==> src/rtl/iob_bit_packer.sv <==
// ---------------------------------------------------------------------------
// iob_bit_packer
//
// Purpose:
//   Repacks a stream of variable-width, MSB-aligned bit fields (0..DATA_W bits
//   each) into full DATA_W-bit words. The first bit received lands at the MSB
//   of the output word. Full words leave through a single valid/ready output
//   register.
//
// Optional feature:
//   IOB_BIT_PACKER_FLUSH_EN - when defined, adds the flush_i port. Holding
//   flush_i high blocks new fields and emits any partial word, zero-padded.
//   When undefined, residual bits stay in the accumulator until later fields
//   complete the word or until reset.
//
// Ports:
//   clk_i        in   1        clock, rising edge
//   rst_i        in   1        synchronous active-high reset
//   in_valid_i   in   1        field present
//   in_ready_o   out  1        field accepted on in_valid_i & in_ready_o
//   in_width_i   in   WIDTH_W  field width 0..DATA_W (larger values clamp)
//   in_data_i    in   DATA_W   field, MSB-aligned
//   flush_i      in   1        emit partial word (flush build only)
//   out_valid_o  out  1        out_data_o holds a word
//   out_ready_i  in   1        word consumed on out_valid_o & out_ready_i
//   out_data_o   out  DATA_W   packed word
//   level_o      out  WIDTH_W  bits held in the accumulator
//   idle_o       out  1        accumulator empty and no word pending
// ---------------------------------------------------------------------------
module iob_bit_packer #(
    parameter  int DATA_W  = 21,
    localparam int WIDTH_W = $clog2(DATA_W) + 1
) (
    input  logic               clk_i,
    input  logic               rst_i,
    input  logic               in_valid_i,
    output logic               in_ready_o,
    input  logic [WIDTH_W-1:0] in_width_i,
    input  logic [DATA_W-1:0]  in_data_i,
`ifdef IOB_BIT_PACKER_FLUSH_EN
    input  logic               flush_i,
`endif
    output logic               out_valid_o,
    input  logic               out_ready_i,
    output logic [DATA_W-1:0]  out_data_o,
    output logic [WIDTH_W-1:0] level_o,
    output logic               idle_o
);

    localparam logic [DATA_W-1:0]  ONES     = '1;
    localparam logic [WIDTH_W-1:0] WIDTH_DW = WIDTH_W'(DATA_W);
    localparam logic [WIDTH_W:0]   SUM_DW   = (WIDTH_W + 1)'(DATA_W);

    // Accumulator invariant: the top count_reg bits hold pending data and
    // every bit below them is zero, so new fields can simply be OR-ed in.
    logic [2*DATA_W-1:0] acc_reg,       acc_next;
    logic [WIDTH_W-1:0]  count_reg,     count_next;
    logic [DATA_W-1:0]   out_data_reg,  out_data_next;
    logic                out_valid_reg, out_valid_next;

    logic                slot_free;
    logic                accept;
    logic [WIDTH_W-1:0]  width_clamped;
    logic [DATA_W-1:0]   field_mask;
    logic [2*DATA_W-1:0] placed;
    logic [2*DATA_W-1:0] acc_merged;
    logic [WIDTH_W:0]    sum;

    assign slot_free = ~out_valid_reg | out_ready_i;

`ifdef IOB_BIT_PACKER_FLUSH_EN
    assign in_ready_o = slot_free & ~flush_i;
`else
    assign in_ready_o = slot_free;
`endif

    assign accept = in_valid_i & in_ready_o;

    always_comb begin
        width_clamped = (in_width_i > WIDTH_DW) ? WIDTH_DW : in_width_i;
        // Keep only the top width_clamped bits of the field. A shift by
        // DATA_W yields zero, so a full-width field keeps every bit.
        field_mask    = ~(ONES >> width_clamped);
        placed        = {in_data_i & field_mask, {DATA_W{1'b0}}} >> count_reg;
        acc_merged    = acc_reg | placed;
        sum           = {1'b0, count_reg} + {1'b0, width_clamped};

        acc_next       = acc_reg;
        count_next     = count_reg;
        out_data_next  = out_data_reg;
        out_valid_next = out_valid_reg & ~out_ready_i;

        if (accept) begin
            if (sum >= SUM_DW) begin
                out_data_next  = acc_merged[2*DATA_W-1:DATA_W];
                acc_next       = acc_merged << DATA_W;
                count_next     = WIDTH_W'(sum - SUM_DW);
                out_valid_next = 1'b1;
            end else begin
                acc_next   = acc_merged;
                count_next = WIDTH_W'(sum);
            end
        end
`ifdef IOB_BIT_PACKER_FLUSH_EN
        else if (flush_i && (count_reg != '0) && slot_free) begin
            // Residual bits already sit at the top with zeros below; the
            // explicit mask keeps the padding guarantee local to this path.
            out_data_next  = acc_reg[2*DATA_W-1:DATA_W] & ~(ONES >> count_reg);
            acc_next       = '0;
            count_next     = '0;
            out_valid_next = 1'b1;
        end
`endif
    end

    always_ff @(posedge clk_i) begin
        if (rst_i) begin
            acc_reg       <= '0;
            count_reg     <= '0;
            out_data_reg  <= '0;
            out_valid_reg <= 1'b0;
        end else begin
            acc_reg       <= acc_next;
            count_reg     <= count_next;
            out_data_reg  <= out_data_next;
            out_valid_reg <= out_valid_next;
        end
    end

    assign out_valid_o = out_valid_reg;
    assign out_data_o  = out_data_reg;
    assign level_o     = count_reg;
    assign idle_o      = (count_reg == '0) & ~out_valid_reg;

endmodule

==> config.mk <==
export PLATFORM = sky130hd
export DESIGN_NAME = iob_bit_packer
export DESIGN_NICKNAME = d
export VERILOG_FILES = /design/src/rtl/iob_bit_packer.sv
export SDC_FILE = /design/constraint.sdc
export NUM_CORES = 1
export LEC_CHECK = 0
export BUFFER_PORTS_ARGS = -buffer_cell sky130_fd_sc_hd__buf_2
export CAP_MARGIN = 15
export CORE_UTILIZATION = 40
export CTS_BUF_LIST = sky130_fd_sc_hd__clkbuf_4 sky130_fd_sc_hd__clkbuf_8
export DETAILED_ROUTE_END_ITERATION = 16
export GPL_TIMING_DRIVEN = 0
export SLEW_MARGIN = 20
export SYNTH_ARGS = -nofsm -noshare
export SYNTH_HDL_FRONTEND = slang
export SYNTH_SLANG_ARGS = --single-unit
export TNS_END_PERCENT = 5
==> constraint.sdc <==
create_clock -name clk_i -period 3.29 [get_ports clk_i]
set_input_delay 0.329 -clock clk_i [delete_from_list [all_inputs] [get_ports clk_i]]
set_output_delay 0.329 -clock clk_i [all_outputs]
set_load 0.01 [all_outputs]
After elaboration in Yosys (flattened, before gate mapping):

Cells that the tools add are included.

* output and inout port bits: 30
* register bits after elaboration: 70
* word-level logic and storage cells: 26
* bits of input ports: 31

* $lt $le $gt $ge: 2
* bitwise gates (word level): 9
* add/subtract/negate cells: 2
* multiplexer cells: 5
* shifts and indexed selects: 2
* reduce and logical (&&, ||, !) cells: 2

Operators with widths (number)
* 2-to-1 mux 42 bit: 1
* bitwise OR 42 bit: 1
* >> shifter 42 x 6 -> 42 bit: 1
* bitwise AND 21 bit: 1
* inverter 21 bit: 1
* >> shifter 21 x 6 -> 21 bit, first input constant: 1
* 2-to-1 mux 6 bit: 2
* adder 6 x 6 -> 7 bit: 1
* >= comparator 7 x 5 -> 1 bit, second input constant: 1
* greater-than comparator 6 x 5 -> 1 bit, second input constant: 1
* zero test 6 bit: 1
* subtractor 6 x 5 -> 6 bit, second input constant: 1
* bitwise AND 1 bit: 3
* 2-to-1 mux 1 bit: 2
* inverter 1 bit: 2
* AND reduction 2 bit: 1
* bitwise OR 1 bit: 1

Longest topological paths before layout:

Gate-level depths: netlist of the first run.

* word-level depth: 8
* mapped depth: 17
* depth with buffers taken out: 12

Least setup slack after synthesis of the first run:

Ideal clock, no wire load.

* path type: flip-flop to flip-flop
* start: reg count_reg[1] (netlist: level_o[1])
* end: reg acc_reg[37]
* data arrival time: 3.589 ns
* data required time: 3.158 ns
* cell stages (with the launch flop): 18
* path slack: -0.431 ns
* period minus slack after synthesis: 3.721 ns
* path buffers: 7
* setup time: 0.132 ns
* cell sequence: dfxtp_1 buf_2 buf_1 buf_2 buf_2 buf_2 xnor2_1 ha_1 and2_1 a311oi_1 maj3_1 xor2_1 o221ai_2 and2_1 buf_4 buf_6 a311oi_1 nor3_1

* word-level cells in the longest chain between the ends: 3
* elaborated cells on any way between the ends: 5
* those cells by class: 1 x add/sub; 1 x order compare; 1 x shift; 1 x mux; 1 x bitwise

Ends and longest elaborated chain
* start: declaration: line 57 `logic [WIDTH_W-1:0] count_reg, count_next;`
* start signal: assignment: line 124 `count_reg <= count_next;`
* adder 6 x 6 -> 7 bit or >> shifter 42 x 6 -> 42 bit (tied branches): line 86, 84
* >= comparator 7 x 5 -> 1 bit or bitwise OR 42 bit (tied branches): line 94, 85
* 2-to-1 mux 42 bit (*): line 94 `if (sum >= SUM_DW) begin`
* end signal: assignment: line 123 `acc_reg <= acc_next;`
* end: declaration: line 56 `logic [2*DATA_W-1:0] acc_reg, acc_next;`

Mark *: on every way between the ends. The rest lies on a longest branch, timed or not.
A chain may end at the register's enable or synchronous reset.

Worst setup path after layout of the first run:

Same ends and word-level chain as after synthesis.

==> results.md, run 1 <==
* Run status: finished, violations left
* Failing checks: negative setup slack
* Cell Pwr Density at between 900 and 1000 nW/µm²
* Core area at 12800 µm²
* Setup_tns at -0.00933 ns
* DRC at 0
* Final nets at 817
* Slew Viols, Final at 0
* R2R setup slack at -0.009 ns
* Mapped Area at approximately 5300 µm²
* N_diodes at 0
* Initial core utilization at 0.416
* Syn Nets at around 740
* Final period utilization at 1.00
* Share of async-settable or async-resettable flops after synthesis at 0
* Tot GR Track Use at 0.306
* Final Hold Slack at about 0.35 ns
* Worst R2R Path Depth at 16
* EDFF count, synth at 0
* Number of routed nets with antenna violations at 0
* # rows at 41
* Post-synth top flop: dfxtp_1
* WL final at 21500 µm
* First-pass GRT wire length at 32600 µm
* Initial antenna violation count at 0
* Slew @ Worst Pin at 0.925 ns
* Placed cells at approximately 930
* Fillers at about 1300
* Max-cap violations at 0
* WL/cell at ~23 µm
* Area of the die at 13800 µm²
* Critical path data arrival time at around 3.5 ns
* Final setup violating endpoints at 1
* #FFs+latches synth at 70
* Final worst setup slack at -0.00933 ns
* Sequential power share at 0.207
* Die Span X at 117 µm
* Max reg flops at 42
* Share of layout cells above drive strength 1 at 0.241
* Clock root buffer: clkbuf_8
* Pwr Total at between 0.006 and 0.007 W
* Area leader, netlist: dfxtp_1
* Final HPWL DP at between 15000 and 20000 µm
* CTS Buf Count at 9
* GRT overflow at 0
* Largest net degree at the start of global routing at 20
* Worst-path clk slew at 0.07 ns
* Reg2Reg Launch Point: level_o[1]
* WS Path Type: reg -> reg
* Ports at 61
* Worst rel slew slack at 0.381
* Vias/cell at 6.50
* Critical-path maximum fanout at 10
* Synthesized area per cell at 7.59 µm²
* H-tree Lvls at 3
* Internal power at approximately 0.0031 W
* Area grow syn2layout at 22.5%
* Worst Path Required at between 3 and 4 ns
* Sw Pwr at roughly 0.0030 W
* DR pass1 iterations at 6
* CTS tree: built
* Port bufs at 56
* Crit path time final at 3.30 ns
* Synth top area share at 0.263
* Finished Layout Cells at roughly 960
* Post-synth cell types at 86
* Max Clock Freq at 303 MHz
* Clock Latency Late Sink at between 0.3 and 0.4 ns
* Final GP Congestion at between 0.9 and 1
* Startpoint types: flop
* Leak pwr at 2.52 nW
* Worst Hold Endpoint: out_valid_o
* Clock power frac at 0.135
* Hold path start: out_ready_i
* Synth area leaders: dfxtp_1 (26%), nor2_1 (7.6%), a211oi_1 (6.6%)
* FF-to-FF End: acc_reg[37]
* Hold Fails Final Rpt at 0
* Hold Path Stages at 3
* Maximum vdd ir drop at approximately 0.54 mV
* Number of global-route vias before repair at roughly 5700
* Final clock skew at between 0.006 and 0.007 ns
* Clock sink count at 70
* Sequential area share after synthesis at 0.263
* Worst Hold Class: in -> reg
* Setup crit end kind: flop
* Via Count at around 6200
* Switch share at 0.494
* Vert. Die Dim at ~120 µm
* Ys Warns at 0
* Gate power share at 0.658
* RSZ-0062 raised after global routing: true
* Synth Instances at about 700
* Number of DRC markers in iteration 0 at 762
* Maximum root-to-sink buffer count at 2
per-stage QoR:
stage / worst slack [ns] / instance area, µm² / utilization
2_1_floorplan: 0.0306 / 5410 / -
3_3_place_gp: -0.586 / 5910 / 0.461
3_5_place_dp: -0.597 / 5910 / 0.461
4_1_cts: -0.0516 / 6260 / 0.488
5_1_grt: -0.112 / 6530 / 0.509
6_report: -0.00933 / 6530 / 0.509
cells in the final DEF, fill, tap and decap left out, types with 5 or more instances in the layout:
| cell type | synthesis | final |
|---|---|---|
| nor2_1 | 108 | 108 |
| dfxtp_1 | 70 | 68 |
| buf_2 | 16 | 63 |
| nand2_1 | 47 | 46 |
| nor3_1 | 39 | 38 |
| a21oi_1 | 34 | 34 |
| a211oi_1 | 47 | 31 |
| o21ai_0 | 32 | 31 |
| clkbuf_1 | 34 | 24 |
| a211oi_2 | 1 | 16 |
| buf_4 | 3 | 14 |
| nand3_1 | 14 | 14 |
| clkbuf_8 | 0 | 13 |
| inv_1 | 13 | 12 |
| a31oi_1 | 11 | 11 |
| mux2i_1 | 11 | 10 |
| clkbuf_2 | 1 | 9 |
| and2_1 | 9 | 9 |
| o211ai_1 | 9 | 9 |
| a21o_1 | 8 | 8 |
| a211o_1 | 8 | 8 |
| buf_6 | 2 | 7 |
| nand2b_1 | 7 | 7 |
| a221oi_1 | 8 | 7 |
| or2_2 | 6 | 6 |
| xnor2_1 | 7 | 6 |
| mux4_2 | 6 | 6 |
| mux2_2 | 6 | 6 |
| and3_1 | 6 | 6 |
| a22oi_1 | 6 | 6 |
| o31ai_1 | 6 | 5 |
| a22o_1 | 5 | 5 |
| o21a_1 | 5 | 5 |
| o22ai_1 | 5 | 5 |
| nand3b_1 | 5 | 5 |
cells in the mapped netlist, drive strengths merged (6+ instances only):
| cell type | number |
|---|---|
| a311oi | 6 |
| o21ai | 34 |
| or2 | 7 |
| inv | 13 |
| a22oi | 7 |
| nor2 | 110 |
| nand2b | 7 |
| a221oi | 10 |
| dfxtp | 70 |
| nand2 | 48 |
| xnor2 | 7 |
| mux2 | 6 |
| clkbuf | 35 |
| a211oi | 48 |
| ha | 7 |
| nor3 | 39 |
| o211ai | 9 |
| a31oi | 11 |
| a21oi | 34 |
| nand3 | 14 |
| mux2i | 11 |
| mux4 | 6 |
| a211o | 8 |
| buf | 25 |
| and3 | 6 |
| a21o | 8 |
| and2 | 9 |
| o31ai | 6 |
critical path, stage by stage (launching register included):
cell and delay, ns:
dfxtp_4 0.38, buf_8 0.14, buf_8 0.14, buf_12 0.14
buf_12 0.15, xnor2_4 0.14, ha_4 0.27, inv_2 0.04
ha_1 0.17, or3_4 0.34, a211oi_4 0.27, o221ai_4 0.20
and2_1 0.20, buf_6 0.15, buf_8 0.15, a311oi_2 0.19
nor3_1 0.06
what timing repair did:
action,4_1_cts,5_1_grt
resized for setup,24,51
pin swaps,4,7
buffers inserted,3,7
setup endpoints to repair,70,70
cloned,0,1
hold buffers,0,0
worst max-delay path by stage:
stage	from	slack, ns	endpoint
2_1_floorplan	level_o[1]	0.03	acc_reg[37]
3_3_place_gp	level_o[1]	-0.59	out_data_o[2]
3_5_place_dp	level_o[1]	-0.60	out_data_o[2]
4_1_cts	level_o[1]	-0.05	acc_reg[37]
5_1_grt	level_o[1]	-0.11	level_o[2]
6_report	level_o[1]	-0.009	acc_reg[37]
cells by family (layout without fill, tap and decap cells):
family          after synthesis  in the layout  synth area share
other cells                   1              1          0.000703
flops                        70             70             0.263
xor+xnor                      8              8            0.0131
simple gates                271            271             0.240
compound gates              247            247             0.345
buf+inv                      75            156            0.0617
mux                          23             23            0.0586
fa+ha+maj                     8              8            0.0183
power groups by stage:
stage | Combinational [W] | Clock [W] | Sequential, W
6_report | 0.00405 | 0.000832 | 0.00128
3_5_place_dp | 0.00353 | 0 | 0.00128
5_1_grt | 0.00433 | 0.000890 | 0.00130
3_3_place_gp | 0.00354 | 0 | 0.00127
2_1_floorplan | 0.00240 | 0 | 0.00130
4_1_cts | 0.00367 | 0.000839 | 0.00127
metal layers:
metal	track usage	vias up	wire length [µm]
li1	-	2822	-
met1	0.434	2976	9350
met2	0.450	365	9190
met3	0.0780	50	2390
met4	0.0938	0	588
met5	0	-	0
final cells by class:
type                            instances  area [µm²]  area share
Buffer                                 58         378      0.0578
Clock inverter                          3        65.1     0.00996
Tap cell                              172         215      0.0329
Sequential cell                        70        1410       0.215
Multi-Input combinational cell        558        3850       0.590
Inverter                               15        60.1     0.00919
Clock buffer                           13         173      0.0264
Timing Repair Buffer                   67         384      0.0588
Power figures use the tool's default switching activity.
==> run 2, diff against run 1 <==
--- a/config.mk
+++ b/config.mk
@@ -11,6 +11,7 @@
 export CTS_BUF_LIST = sky130_fd_sc_hd__clkbuf_4 sky130_fd_sc_hd__clkbuf_8
 export DETAILED_ROUTE_END_ITERATION = 16
 export GPL_TIMING_DRIVEN = 0
+export SKIP_CTS_REPAIR_TIMING = 1
 export SLEW_MARGIN = 20
 export SYNTH_ARGS = -nofsm -noshare
 export SYNTH_HDL_FRONTEND = slang
==> run 2 against run 1 <==
Worst setup slack worse by 0.13 ns. First-iteration DRC count increased by 6.4%. Non-clock buffer count grew 8. Clock skew is 0.0024 ns higher. Critical endpoint unchanged. Flip-flop and latch count is the same. Via count decreased by 0.32%. Power grew 0.96%. The run still ends with negative setup slack left. Routed wire length down 0.39%. Clock-buffer cell count is the same.
==> results.md, run 2 (same netlist as run 1, synthesis figures left out) <==
* Run status: finished, violations left
* Failing checks: negative setup slack
* Worst-path clk slew at 0.07 ns (about the same)
* Max reg flops at 42 (unchanged)
* Worst rel slew slack at 0.309 (-0.0723)
* Worst R2R Path Depth at 17 (+1)
* Number of global-route vias before repair at 5679 (-0.46%)
* Die Span X at 117 µm (unchanged)
* RSZ-0062 raised after global routing: true
* Worst Path Required at 3.52 ns (about the same)
* Critical path's slowest cell: dfxtp_4
* Slew Viols, Final at 0 (unchanged)
* CP dominant cell by count: buf_8
* Core area at 12800 µm² (unchanged)
* FF-to-FF End: acc_reg[37]
* Crit-path cells: buf_8 > buf_8 > buf_8 > buf_8 > buf_12 > xnor2_2 > ha_1 > inv_2 > ha_4 > or3_1 > a211oi_2 > o221ai_4 > and2_4 > buf_12 > buf_12 > a311oi_2 > nor3_1
* Final worst setup slack at -0.143 ns (-0.134 ns)
* Number of DRC markers in iteration 0 at 811 (+6.4%)
* Reg2Reg Launch Point: level_o[1]
* R2R setup slack at -0.14 ns (-0.13 ns)
* Max-cap violations at 0 (unchanged)
* H-tree Lvls at 3 (unchanged)
* # rows at 41 (unchanged)
* Final clock skew at 0.00862 ns (+0.00243 ns)
* Worst Hold Class: in -> reg
* Commonest non-fill, non-tap cell in the layout: nor2_1
* N_diodes at 0 (unchanged)
* Final GP Congestion at 0.995 (unchanged)
* Final nets at 825 (+0.98%)
* Commonest cells after routing, fill and taps aside: nor2_1 (105), dfxtp_1 (69), buf_2 (64)
* Largest net degree at the start of global routing at 12 (-40%)
* Hold Fails Final Rpt at 0 (unchanged)
* Clock sink count at 70 (unchanged)
* CTS Buf Count at 9 (unchanged)
* Area of the die at 13800 µm² (unchanged)
* Post-place setup slack at -0.597 ns (unchanged)
* CTS tree: built
* Ports at 61 (unchanged)
* Port bufs at 56 (unchanged)
* WS Path Type: reg -> reg
* Maximum vdd ir drop at 0.490 mV (-8.4%)
* Clock root buffer: clkbuf_8
* Final period utilization at 1.04 (+0.0407)
* Final setup violating endpoints at 41 (+40)
* Final HPWL DP at 16300 µm (unchanged)
* Via Count at 6193 (-0.32%)
* Vias/cell at 6.42 (-1.1%)
* Setup crit end kind: flop
* WL final at 21400 µm (-0.39%)
* First-pass GRT wire length at 32400 µm (-0.78%)
* Initial core utilization at 0.416 (unchanged)
* Area grow syn2layout at 23.7%
* Tot GR Track Use at 0.303 (-0.00229)
* WL/cell at 22.2 µm (-1.2%)
* Slew @ Worst Pin at 1.01 ns (+0.0857 ns)
* Startpoint types: flop
* Maximum root-to-sink buffer count at 2 (unchanged)
* Hold path start: out_ready_i
* Leak pwr at 2.56 nW (+1.7%)
* Crit path time final at 3.43 ns (+0.134 ns)
* Placed cell areas at 5910 µm² (unchanged)
* Final Hold Slack at 0.355 ns (+0.00253 ns)
* GRT overflow at 0 (unchanged)
* Share of layout cells above drive strength 1 at 0.247 (+0.00640)
* Max Clock Freq at 291 MHz (-3.9%)
* Number of routed nets with antenna violations at 0 (unchanged)
* Worst Hold Endpoint: out_valid_o
* Hold Path Stages at 3 (unchanged)
* Critical path data arrival time at 3.67 ns (+0.14 ns)
* Vert. Die Dim at 117 µm (unchanged)
* Final Cell Area at 6600 µm² (+1.0%)
* DRC at 0 (unchanged)
* Worst path max stage delay at 0.37 ns (about the same)
* Fillers at 1289 (-0.23%)
* Cell Pwr Density at 943 nW/µm² (about the same)
* DR pass1 iterations at 5 (-1)
* Clock Latency Late Sink at 0.36 ns (about the same)
* Initial antenna violation count at 0 (unchanged)
* Critical-path maximum fanout at 7 (-3)
[run 2: changes by cell type in the layout (fill, tap and decap cells not counted), sizes merged]
cell    previous run  this run
buf               90        97
clkbuf            48        49
[run 2: per-layer routing]
layer / part of all wire / global-route usage / wire [µm] / vias up
met1: 0.44 / 0.428 / 9370 / 2947
met3: 0.11 / 0.0848 / 2330 / 43
met4: 0.024 / 0.0946 / 509 / 0
li1: - / - / - / 2828
met5: 0 / 0 / 0 / -
met2: 0.43 / 0.443 / 9230 / 375
[run 2: how the worst max path moves through the flow]
stage	start	slack, ns	end	cells after the start
5_1_grt	level_o[1]	-0.24	acc_reg[37]	17
2_1_floorplan	level_o[1]	0.03	acc_reg[37]	17
3_5_place_dp	level_o[1]	-0.60	out_data_o[2]	16
6_report	level_o[1]	-0.14	acc_reg[37]	17
4_1_cts	level_o[1]	-0.62	out_data_o[2]	16
3_3_place_gp	level_o[1]	-0.59	out_data_o[2]	16
[run 2: through the flow]
| stage | cells | utilization | setup TNS [ns] | total power (W) |
|---|---|---|---|---|
| floorplan | 703 | - | 0 | 0.00370 |
| global placement | 931 | 0.461 | -29.60 | 0.00481 |
| detailed placement | 931 | 0.461 | -30.43 | 0.00481 |
| CTS | 947 | 0.480 | -32.03 | 0.00565 |
| global route | 964 | 0.515 | -7.03 | 0.00659 |
| finish | 964 | 0.515 | -1.37 | 0.00622 |
[run 2: worst max-delay path, delay by kind of cell, from the launching register on]
family                   cells  cell delay [ns]
buffers and inverters        8             0.96
AO/OA/AOI/OAI                3             0.74
AND/OR/NAND/NOR              3             0.65
adder cells (fa/ha/maj)      2             0.45
flip-flops                   1             0.37
XOR/XNOR                     1             0.12
[run 2: cell type report]
type                            count  area (µm²)  share of cell area
Timing Repair Buffer               74         450              0.0683
Clock inverter                      3        65.1             0.00986
Clock buffer                       13         173              0.0262
Sequential cell                    70        1410               0.213
Buffer                             59         399              0.0605
Inverter                           15        60.1             0.00910
Multi-Input combinational cell    558        3830               0.581
Tap cell                          172         215              0.0326
[run 2: power by group]
| part | switching, W | total (W) | internal (W) |
|---|---|---|---|
| registers | 0.000182 | 0.00128 | 0.00110 |
| clock network | 0.000336 | 0.000833 | 0.000497 |
| logic | 0.00253 | 0.00411 | 0.00158 |
| total | 0.00305 | 0.00622 | 0.00317 |
==> run 3, diff against run 2 <==
--- a/config.mk
+++ b/config.mk
@@ -11,6 +11,8 @@
 export CTS_BUF_LIST = sky130_fd_sc_hd__clkbuf_4 sky130_fd_sc_hd__clkbuf_8
 export DETAILED_ROUTE_END_ITERATION = 16
 export GPL_TIMING_DRIVEN = 0
+export REMOVE_ABC_BUFFERS = 1
+export SETUP_SLACK_MARGIN = 0.1
 export SKIP_CTS_REPAIR_TIMING = 1
 export SLEW_MARGIN = 20
 export SYNTH_ARGS = -nofsm -noshare
==> constraint.sdc (replaced) <==
create_clock -name clk_i -period 4.1 [get_ports clk_i]
set_input_delay 0.41 -clock clk_i [delete_from_list [all_inputs] [get_ports clk_i]]
set_output_delay 0.41 -clock clk_i [all_outputs]
set_load 0.01 [all_outputs]
==> run 3 against run 2 <==
The run now ends clean. Clock skew decreased by 0.0036 ns. Critical path depth fell by 3. Sequential share of layout area is 2.6 points higher. Critical path type is now in -> reg.
==> results.md, run 3 (same netlist as run 1, synthesis figures left out) <==
* Worst Hold Class: in -> reg
* Clock Latency Late Sink at 0.36 ns (about the same)
* Vert. Die Dim at 117 µm (unchanged)
* Worst-path clk slew at 0.07 ns (about the same)
* # rows at 41 (unchanged)
* Worst rel slew slack at 0.310 (+0.00180)
* Max reg flops at 42 (unchanged)
* WL/cell at 19.3 µm (-13%)
* Setup crit end kind: flop
* Clock root buffer: clkbuf_8
* Worst Path Required at 4.30 ns (+0.78 ns)
* Hold Fails Final Rpt at 0 (unchanged)
* Critical path data arrival time at 3.94 ns (+0.27 ns)
* Initial antenna violation count at 0 (unchanged)
* Largest net degree at the start of global routing at 55 (+43)
* Area of the die at 13800 µm² (unchanged)
* Crit-path cells: buf_2 > a21o_1 > a211o_1 > ha_1 > ha_1 > and2_1 > a311oi_1 > maj3_1 > xor2_1 > o221ai_4 > and2_2 > buf_12 > a311oi_1 > a211oi_1
* Finished Layout Cells at 898 (-6.8%)
* N_diodes at 0 (unchanged)
* GRT overflow at 0 (unchanged)
* Final GP Congestion at 0.957 (-3.9%)
* WS Path Type: in -> reg
* Vias/cell at 6.39 (-0.54%)
* R2R setup slack at 0.47 ns (+0.61 ns)
* Commonest non-fill, non-tap cell in the layout: nor2_1
* DRC at 0 (unchanged)
* Crit path time final at approximately 3.7 ns
* Run status: complete, no violations
* Number of global-route vias before repair at 5290 (-6.8%)
* Cell Pwr Density at 728 nW/µm² (-23%)
* Via Count at 5738 (-7.3%)
* CTS tree: built
* Final nets at 759 (-8.0%)
* Commonest cells after routing, fill and taps aside: nor2_1 (106), dfxtp_1 (66), buf_2 (60)
* Initial core utilization at 0.416 (unchanged)
* Port bufs at 60 (+7.1%)
* Tot GR Track Use at 0.252 (-0.0510)
* Max-cap violations at 0 (unchanged)
* Final HPWL DP at 12600 µm (-23%)
* Placed cells at 878 (-5.7%)
* CTS Buf Count at 9 (unchanged)
* Hold path start: out_ready_i
* Maximum root-to-sink buffer count at 2 (unchanged)
* Slew Viols, Final at 0 (unchanged)
* Critical-path maximum fanout at 39 (+32)
* Area grow syn2layout at 10.7%
* Slew @ Worst Pin at 1.03 ns (+0.0147 ns)
* Leak pwr at 2.25 nW (-12%)
* Final setup violating endpoints at 0 (-100%)
* Number of DRC markers in iteration 0 at 589 (-27%)
* Final clock skew at 0.00503 ns (-0.00359 ns)
* Critical path's slowest cell: xor2_1
* DR pass1 iterations at 5 (unchanged)
* RSZ-0062 raised after global routing: false
* Clock sink count at 70 (unchanged)
* WL final at 17300 µm (-19%)
* Core area at 12800 µm² (unchanged)
* Final worst setup slack at 0.358 ns (+0.502 ns)
* Final period utilization at 0.913
* First-pass GRT wire length at 28200 µm (-13%)
* Post-place setup slack at -1.15 ns (-0.549 ns)
* Die Span X at 117 µm (unchanged)
* Top delay family on crit path: compound AO/OA/AOI/OAI gates
* H-tree Lvls at 3 (unchanged)
* Startpoint types: primary input
* Reg2Reg Launch Point: level_o[2]
* Maximum vdd ir drop at 0.510 mV (+3.9%)
* Critical path origin: in_width_i[1]
* Share of layout cells above drive strength 1 at 0.178 (-0.0698)
* Ports at 61 (unchanged)
* Worst path max stage delay at 0.36 ns (about the same)
* Max Clock Freq at 267 MHz
* Buf/Inv on CP at 2 (-6)
* Number of routed nets with antenna violations at 0 (unchanged)
run 3: cell count changes in the layout (fill, tap and decap cells not counted), sizes merged:
cell	before	now
clkbuf	49	12
buf	97	67
clkinvlp	1	5
bufinv	2	0
clkinv	2	1
run 3: final timing paths:
path | endpoint | depth (start not counted)
max reg2reg | acc_reg[36] | 10
max | acc_reg[36] | 14
min | out_valid_o | 3
min reg2reg | acc_reg[25] | 2
run 3: worst reg2reg max path: stages (launching register included):
cell      delay [ns]
dfxtp_2         0.71
ha_1            0.39
and2_1          0.19
a311oi_1        0.36
maj3_1          0.28
xor2_1          0.36
o221ai_4        0.27
and2_2          0.35
buf_12          0.19
a311oi_1        0.28
a211oi_1        0.07
run 3: final cells by class:
type / count / area (µm²)
fill: 1304 / 6920
multi-input combinational: 558 / 3640
sequential: 70 / 1410
timing repair buffer: 67 / 385
tap: 172 / 215
clock buffer: 12 / 165
inverter: 15 / 60.1
clock inverter: 4 / 30.0
run 3: where the power goes:
group	leakage [nW]	switching, W	internal [W]
Sequential	0.576	0.000240	0.000882
Combinational	1.58	0.00163	0.00101
Clock	0.0869	0.000270	0.000269
Total	2.25	0.00214	0.00216
run 3: metal layers:
layer,track usage,part of all wire
met5,0,0
met3,0.0489,0.068
met2,0.411,0.46
met4,0.0593,0.017
met1,0.343,0.45
run 3: metrics by stage:
step	TNS (ns)	util	area [µm²]	total power [W]	hold slack, ns
2_1_floorplan	-0.701	-	5060	0.00282	0.433
3_3_place_gp	-81.69	0.435	5580	0.00360	0.443
3_5_place_dp	-37.81	0.440	5640	0.00366	0.448
4_1_cts	-31.72	0.455	5840	0.00421	0.389
5_1_grt	0	0.461	5910	0.00463	0.438
6_report	0	0.461	5910	0.00430	0.406
